File: config.mk
export PLATFORM = sky130hd
export DESIGN_NAME = key_event_controller
export DESIGN_NICKNAME = d
export VERILOG_FILES = /design/src/rtl/kb_pkg.sv /design/src/rtl/kb_event_fifo.sv /design/src/rtl/key_event_controller.sv
export SDC_FILE = /design/constraint.sdc
export NUM_CORES = 1
export LEC_CHECK = 0
export CAP_MARGIN = 20
export CORE_ASPECT_RATIO = 1.25
export CORE_MARGIN = 5
export CORE_UTILIZATION = 56
export DETAILED_ROUTE_END_ITERATION = 8
export GPL_ROUTABILITY_DRIVEN = 0
export GPL_TIMING_DRIVEN = 0
export MAX_ROUTING_LAYER = met4
export PLACE_DENSITY_LB_ADDON = 0.08
export SYNTH_ARGS = -nofsm -noshare
export SYNTH_HDL_FRONTEND = slang
export SYNTH_SLANG_ARGS = --single-unit
File: constraint.sdc
create_clock -name clk -period 3.5 [get_ports clk]
set_input_delay 0.875 -clock clk [delete_from_list [all_inputs] [get_ports clk]]
set_output_delay 0.875 -clock clk [all_outputs]
set_load 0.01 [all_outputs]
File: src/rtl/kb_pkg.sv
// kb_pkg: shared types and constants for the PS/2 key event controller.
// Holds the prefix FSM state enum, prefix byte values, event-word bit
// positions, register offsets and STATUS register bit positions.
package kb_pkg;
    typedef enum logic [1:0] {IDLE, EXT, BRK, EXT_BRK} kb_state_t;
    localparam logic [7:0] PREFIX_EXT = 8'hE0;
    localparam logic [7:0] PREFIX_BRK = 8'hF0;
    localparam int EV_W   = 10;
    localparam int EV_EXT = 8;
    localparam int EV_BRK = 9;
    localparam logic REG_DATA   = 1'b0;
    localparam logic REG_STATUS = 1'b1;
    localparam int DATA_VALID = 31;
    localparam int ST_CNT_W   = 7;
    localparam int ST_EMPTY   = 8;
    localparam int ST_FULL    = 9;
    localparam int ST_OVF     = 10;
endpackage

File: src/rtl/kb_event_fifo.sv
// kb_event_fifo: DEPTH-entry FIFO of key event words.
// Ports: clk, reset (async, active-high), push/din (write), pop (read head),
// clr (synchronous flush, wins over push/pop), dout (head word),
// full, empty, count (0..DEPTH).
module kb_event_fifo
    import kb_pkg::*;
#(
    parameter int DEPTH = 8
) (
    input  logic                clk,
    input  logic                reset,
    input  logic                push,
    input  logic                pop,
    input  logic                clr,
    input  logic [EV_W-1:0]     din,
    output logic [EV_W-1:0]     dout,
    output logic                full,
    output logic                empty,
    output logic [ST_CNT_W-1:0] count
);
    localparam int AW = $clog2(DEPTH);

    logic [EV_W-1:0] mem [DEPTH];
    logic [AW-1:0]   wr_ptr, rd_ptr;
    logic            do_push, do_pop;

    assign full    = count == ST_CNT_W'(DEPTH);
    assign empty   = count == '0;
    assign do_pop  = pop & ~empty;
    // A pop in the same cycle frees a slot, so a full FIFO still accepts.
    assign do_push = push & (~full | do_pop);
    assign dout    = mem[rd_ptr];

    always_ff @(posedge clk or posedge reset) begin
        if (reset) begin
            wr_ptr <= '0;
            rd_ptr <= '0;
            count  <= '0;
        end else if (clr) begin
            wr_ptr <= '0;
            rd_ptr <= '0;
            count  <= '0;
        end else begin
            if (do_push) wr_ptr <= wr_ptr + 1'b1;
            if (do_pop) rd_ptr <= rd_ptr + 1'b1;
            count <= count + ST_CNT_W'(do_push) - ST_CNT_W'(do_pop);
        end
    end

    always_ff @(posedge clk) begin
        if (do_push && !clr) mem[wr_ptr] <= din;
    end
endmodule

File: src/rtl/key_event_controller.sv
// key_event_controller: turns PS/2 scan bytes into key events queued for a CPU.
// Ports: clk, reset (async, active-high), kb_valid/kb_code (scan byte strobe),
// rd_en/rd_adr (CPU read: 0 = DATA pops, 1 = STATUS), clr (flush),
// rd_data (combinational), key_pending (FIFO non-empty), overflow (sticky).
// Build option: define KEY_BREAK_FILTER_EN to discard break (key release) events.
module key_event_controller
    import kb_pkg::*;
#(
    parameter int DEPTH = 8
) (
    input  logic        clk,
    input  logic        reset,
    input  logic        kb_valid,
    input  logic [7:0]  kb_code,
    input  logic        rd_en,
    input  logic        rd_adr,
    input  logic        clr,
    output logic [31:0] rd_data,
    output logic        key_pending,
    output logic        overflow
);
    kb_state_t state, state_nxt;
    logic                ev_form, keep, push, pop, full, empty, brk, ext;
    logic [EV_W-1:0]     ev_word, dout;
    logic [ST_CNT_W-1:0] count;

    assign brk     = (state == BRK) | (state == EXT_BRK);
    assign ext     = (state == EXT) | (state == EXT_BRK);
    assign ev_word = {brk, ext, kb_code};
`ifdef KEY_BREAK_FILTER_EN
    assign keep = ~brk;
`else
    assign keep = 1'b1;
`endif
    assign push        = ev_form & keep;
    assign pop         = rd_en & (rd_adr == REG_DATA);
    assign key_pending = ~empty;

    always_ff @(posedge clk or posedge reset) begin
        if (reset) state <= IDLE;
        else if (clr) state <= IDLE;
        else state <= state_nxt;
    end

    // Prefix bytes only move the FSM; a repeated prefix after F0 is ignored.
    always_comb begin
        state_nxt = state;
        ev_form   = 1'b0;
        if (kb_valid) begin
            if (kb_code == PREFIX_EXT) begin
                state_nxt = (state == IDLE) ? EXT : state;
            end else if (kb_code == PREFIX_BRK) begin
                state_nxt = (state == IDLE) ? BRK : (state == EXT) ? EXT_BRK : state;
            end else begin
                ev_form   = 1'b1;
                state_nxt = IDLE;
            end
        end
    end

    // Full implies non-empty, so a DATA read is always a real pop here.
    always_ff @(posedge clk or posedge reset) begin
        if (reset) overflow <= 1'b0;
        else if (clr) overflow <= 1'b0;
        else if (push && full && !pop) overflow <= 1'b1;
    end

    always_comb begin
        rd_data = '0;
        if (rd_adr == REG_STATUS) begin
            rd_data[ST_CNT_W-1:0] = count;
            rd_data[ST_EMPTY]     = empty;
            rd_data[ST_FULL]      = full;
            rd_data[ST_OVF]       = overflow;
        end else if (!empty) begin
            rd_data[DATA_VALID]   = 1'b1;
            rd_data[EV_W-1:0]     = dout;
        end
    end

    kb_event_fifo #(.DEPTH(DEPTH)) u_fifo (
        .clk   (clk),
        .reset (reset),
        .push  (push),
        .pop   (pop),
        .clr   (clr),
        .din   (ev_word),
        .dout  (dout),
        .full  (full),
        .empty (empty),
        .count (count)
    );
endmodule

==> flow_summary.ini <==
[critical_path]
cp_cell_sequence = buf_6, mux4_1, mux2_2, a32o_1, clkdlybuf4s50_1
cp_data_required_time_ps = 2620
worst-r2r-cell-count = 12
crit_arrival_ps = 2530
critPathMaxStageDelay_ps = 570
r2r_slack_ps = 490
critPathLaunchType = flop
cp_slowest_cell = mux4_1
worstSetupPathType = reg -> out
crit_start = u_fifo.rd_ptr[0]
worst-path-buf-inv = 2
crit_fanout = 10
cp.depth = 5
crit_path_end_kind = output port
cp-endpoint = rd_data[9]
r2r-start = u_fifo.count[4]
critPathTopFamily = multiplexers
r2r-end = u_fifo.count[6]

[floorplan]
die_h_um = 109
ioPinCount = 48
std_cell_rows = 36
start_util = 0.571
die_w_um = 89.5
core_um2 = 7750
design.die.area_um2 = 9780

[sta]
period_minus_slack_ps = 3400
setup_viol = 0
setup_slack_ps = 96.0
rsz0062_at_grt = no
fin_skew_ps = 10.7
tightest_slew_ps = 941
max-slew-margin-rel = 0.367
holdWs_ps = 533
fmax_mhz = 294
post-route-period-util = 0.973
slew_viol_final = 0
hold_viol = 0

[yosys]
synthDistinctLibCells = 44
synth_area_um2 = 4420
yosysSeqAreaShare = 0.634
netlist_top_cells_area = edfxtp_1 (54%), dfrtp_1 (9.1%), mux4_1 (5.9%)
avgSynthCellArea_um2 = 16.2
synth_top_area_frac = 0.543
ys.warnings.count = 0
synth-seq-cells = 96
synth_largest_area_cell = edfxtp_1
synthCells = 273

[clocking]
cts_buffer_depth = 2
clkLatencyLatePin_ps = 350
cts_hold_buf = 0
cts-root-buf = clkbuf_8
cts_tree = done
h-tree-depth = 3
numCtsBuffers = 9
clk_pin_slew_ps = 80
clock_sink_count = 96

[global_routing]
grt_pass1_vias = 2417
grt_use_total = 0.206
grt_max_degree = 17
grt_pass1_wl_mm = 13.6
antenna_found_initial = 0
grt_overflow = 0

[run_status]
status = finished, final reports clean

[pwr]
p_leak_nw = 1.92
power_per_cell_area_nw_per_um2 = 557
ir_drop_uv = 374
p_total_mw = 2.89

[final_layout]
nNetsFinal = 367
drive_above_1_share = 0.230
insertedDiodeCount = 0
utilization = 0.669
stdcell_area_um2 = 5180
areaGrowthSynthToFinish_pct = 17.2
fill_cells = 566

[drt]
drtIter0Drc = 143
drtPass1Iterations = 5
routed_wl_mm = 9.06
ant_nets = 0
wl_per_cell_um = 20.6
via_per_inst = 5.67
drc_errors = 0
dr_total_vias = 2490

[worst_hold_path]
hold_path_class = reg -> reg

[placement]
placed_cell_area_um2 = 5000
port_buffers = 27
pre_cts_ws_ps = -446
dpl.hpwl_mm = 6.39

[job]
drv_cap = 0
==> synthesized netlist by cell type (all sizes together) <==
library cell and n:
edfxtp 80, buf 26, mux4 20, dfrtp 16
nor2 13, ha 12, inv 11, nor3 9
mux2 8, a22o 7, clkbuf 7, nand2 7
a21oi 6, nand3 5, xnor2 5, nor4 4
nand2b 3, nor2b 3, o211ai 3, o21ai 3
a31o 2, a31oi 2, and2 2, mux2i 2
nand3b 2, nor3b 2, nor4b 2, a211oi 1
a21o 1, a311oi 1, a32o 1, a41o 1
a41oi 1, conb 1, fa 1, nand4b 1
o311ai 1, o41a 1
==> what timing repair did <==
action | 4_1_cts | 5_1_grt
setup buffers | 1 | 2
pin swaps | 0 | 1
resized for setup | 4 | 7
setup endpoints to repair | 10 | 10
==> layer usage <==
metal / track usage / up-vias / wire (µm)
met5: - / - / 0
met4: 0.0979 / 0 / 250
met3: 0.0367 / 17 / 602
met2: 0.332 / 91 / 4700
met1: 0.253 / 1223 / 3510
li1: - / 1159 / -
==> where the power goes <==
| group | internal (mW) | leakage (nW) | switching (mW) |
|---|---|---|---|
| combinational | 0.451 | 0.897 | 0.465 |
| clock | 0.247 | 0.0770 | 0.353 |
| sequential | 1.30 | 0.943 | 0.0661 |
==> how the worst min path moves through the flow <==
| stage | slack [ps] | cells past startpoint | endpoint | startpoint |
|---|---|---|---|---|
| after floorplan | 520 | 2 | state[0] | state[0] |
| after global placement | 510 | 2 | overflow | overflow |
| after detailed placement | 520 | 2 | overflow | overflow |
| after CTS | 540 | 2 | overflow | overflow |
| after global routing | 590 | 2 | overflow | overflow |
| final | 530 | 2 | overflow | overflow |
==> cell type report <==
type,instances,area (µm²),area share
Buffer,32,228,0.0439
Multi-Input combinational cell,152,1460,0.281
Clock buffer,10,128,0.0246
Inverter,11,41.3,0.00797
Tap cell,95,119,0.0229
Clock inverter,5,25.0,0.00483
Timing Repair Buffer,38,382,0.0736
Sequential cell,96,2800,0.541
==> tightest hold or removal path, stage by stage, from the launching register on <==
cell	delay [ps]
dfrtp_1	370
a41oi_1	50
nor2_1	70
==> sequential cells by signal, summed over array words and instances (netlist names) <==
name / flops
u_fifo.rd_ptr: 3
u_fifo.wr_ptr: 3
u_fifo.count: 7
state: 2
u_fifo.mem: 80
overflow: 1
==> kinds of logic (layout without fill, tap and decap cells) <==
kind of cell | Yosys count | in the layout | share of synthesized area
AND/OR/NAND/NOR | 53 | 53 | 0.0659
adder cells (fa/ha/maj) | 13 | 13 | 0.0385
multiplexers | 30 | 30 | 0.135
other | 1 | 20 | 0.000848
AO/OA/AOI/OAI | 31 | 31 | 0.0555
flip-flops | 96 | 96 | 0.634
XOR/XNOR | 5 | 5 | 0.00991
buffers and inverters | 44 | 96 | 0.0600
==> cells in the final DEF (no fill, tap or decap), drive strengths merged, types with 3 or more instances in the layout <==
master and instances:
edfxtp 80, clkinv 4, mux4 20, conb 20, nand3 5, o21ai 3, o211ai 3, nor2b 3
clkdlybuf4s50 23, mux2 8, nand2 7, xnor2 5, a22o 7, buf 37, nand2b 3, nor4 4
ha 12, nor2 13, a21oi 6, nor3 9, dfrtp 16, clkbuf 16, inv 11
==> through the flow <==
stage / setup TNS [ps] / cells
after floorplan: 0 / 292
after global placement: -66370 / 414
after detailed placement: -6850 / 422
after CTS: 0 / 437
after global routing: 0 / 439
final: 0 / 439
(Power assumes the default switching activity.)
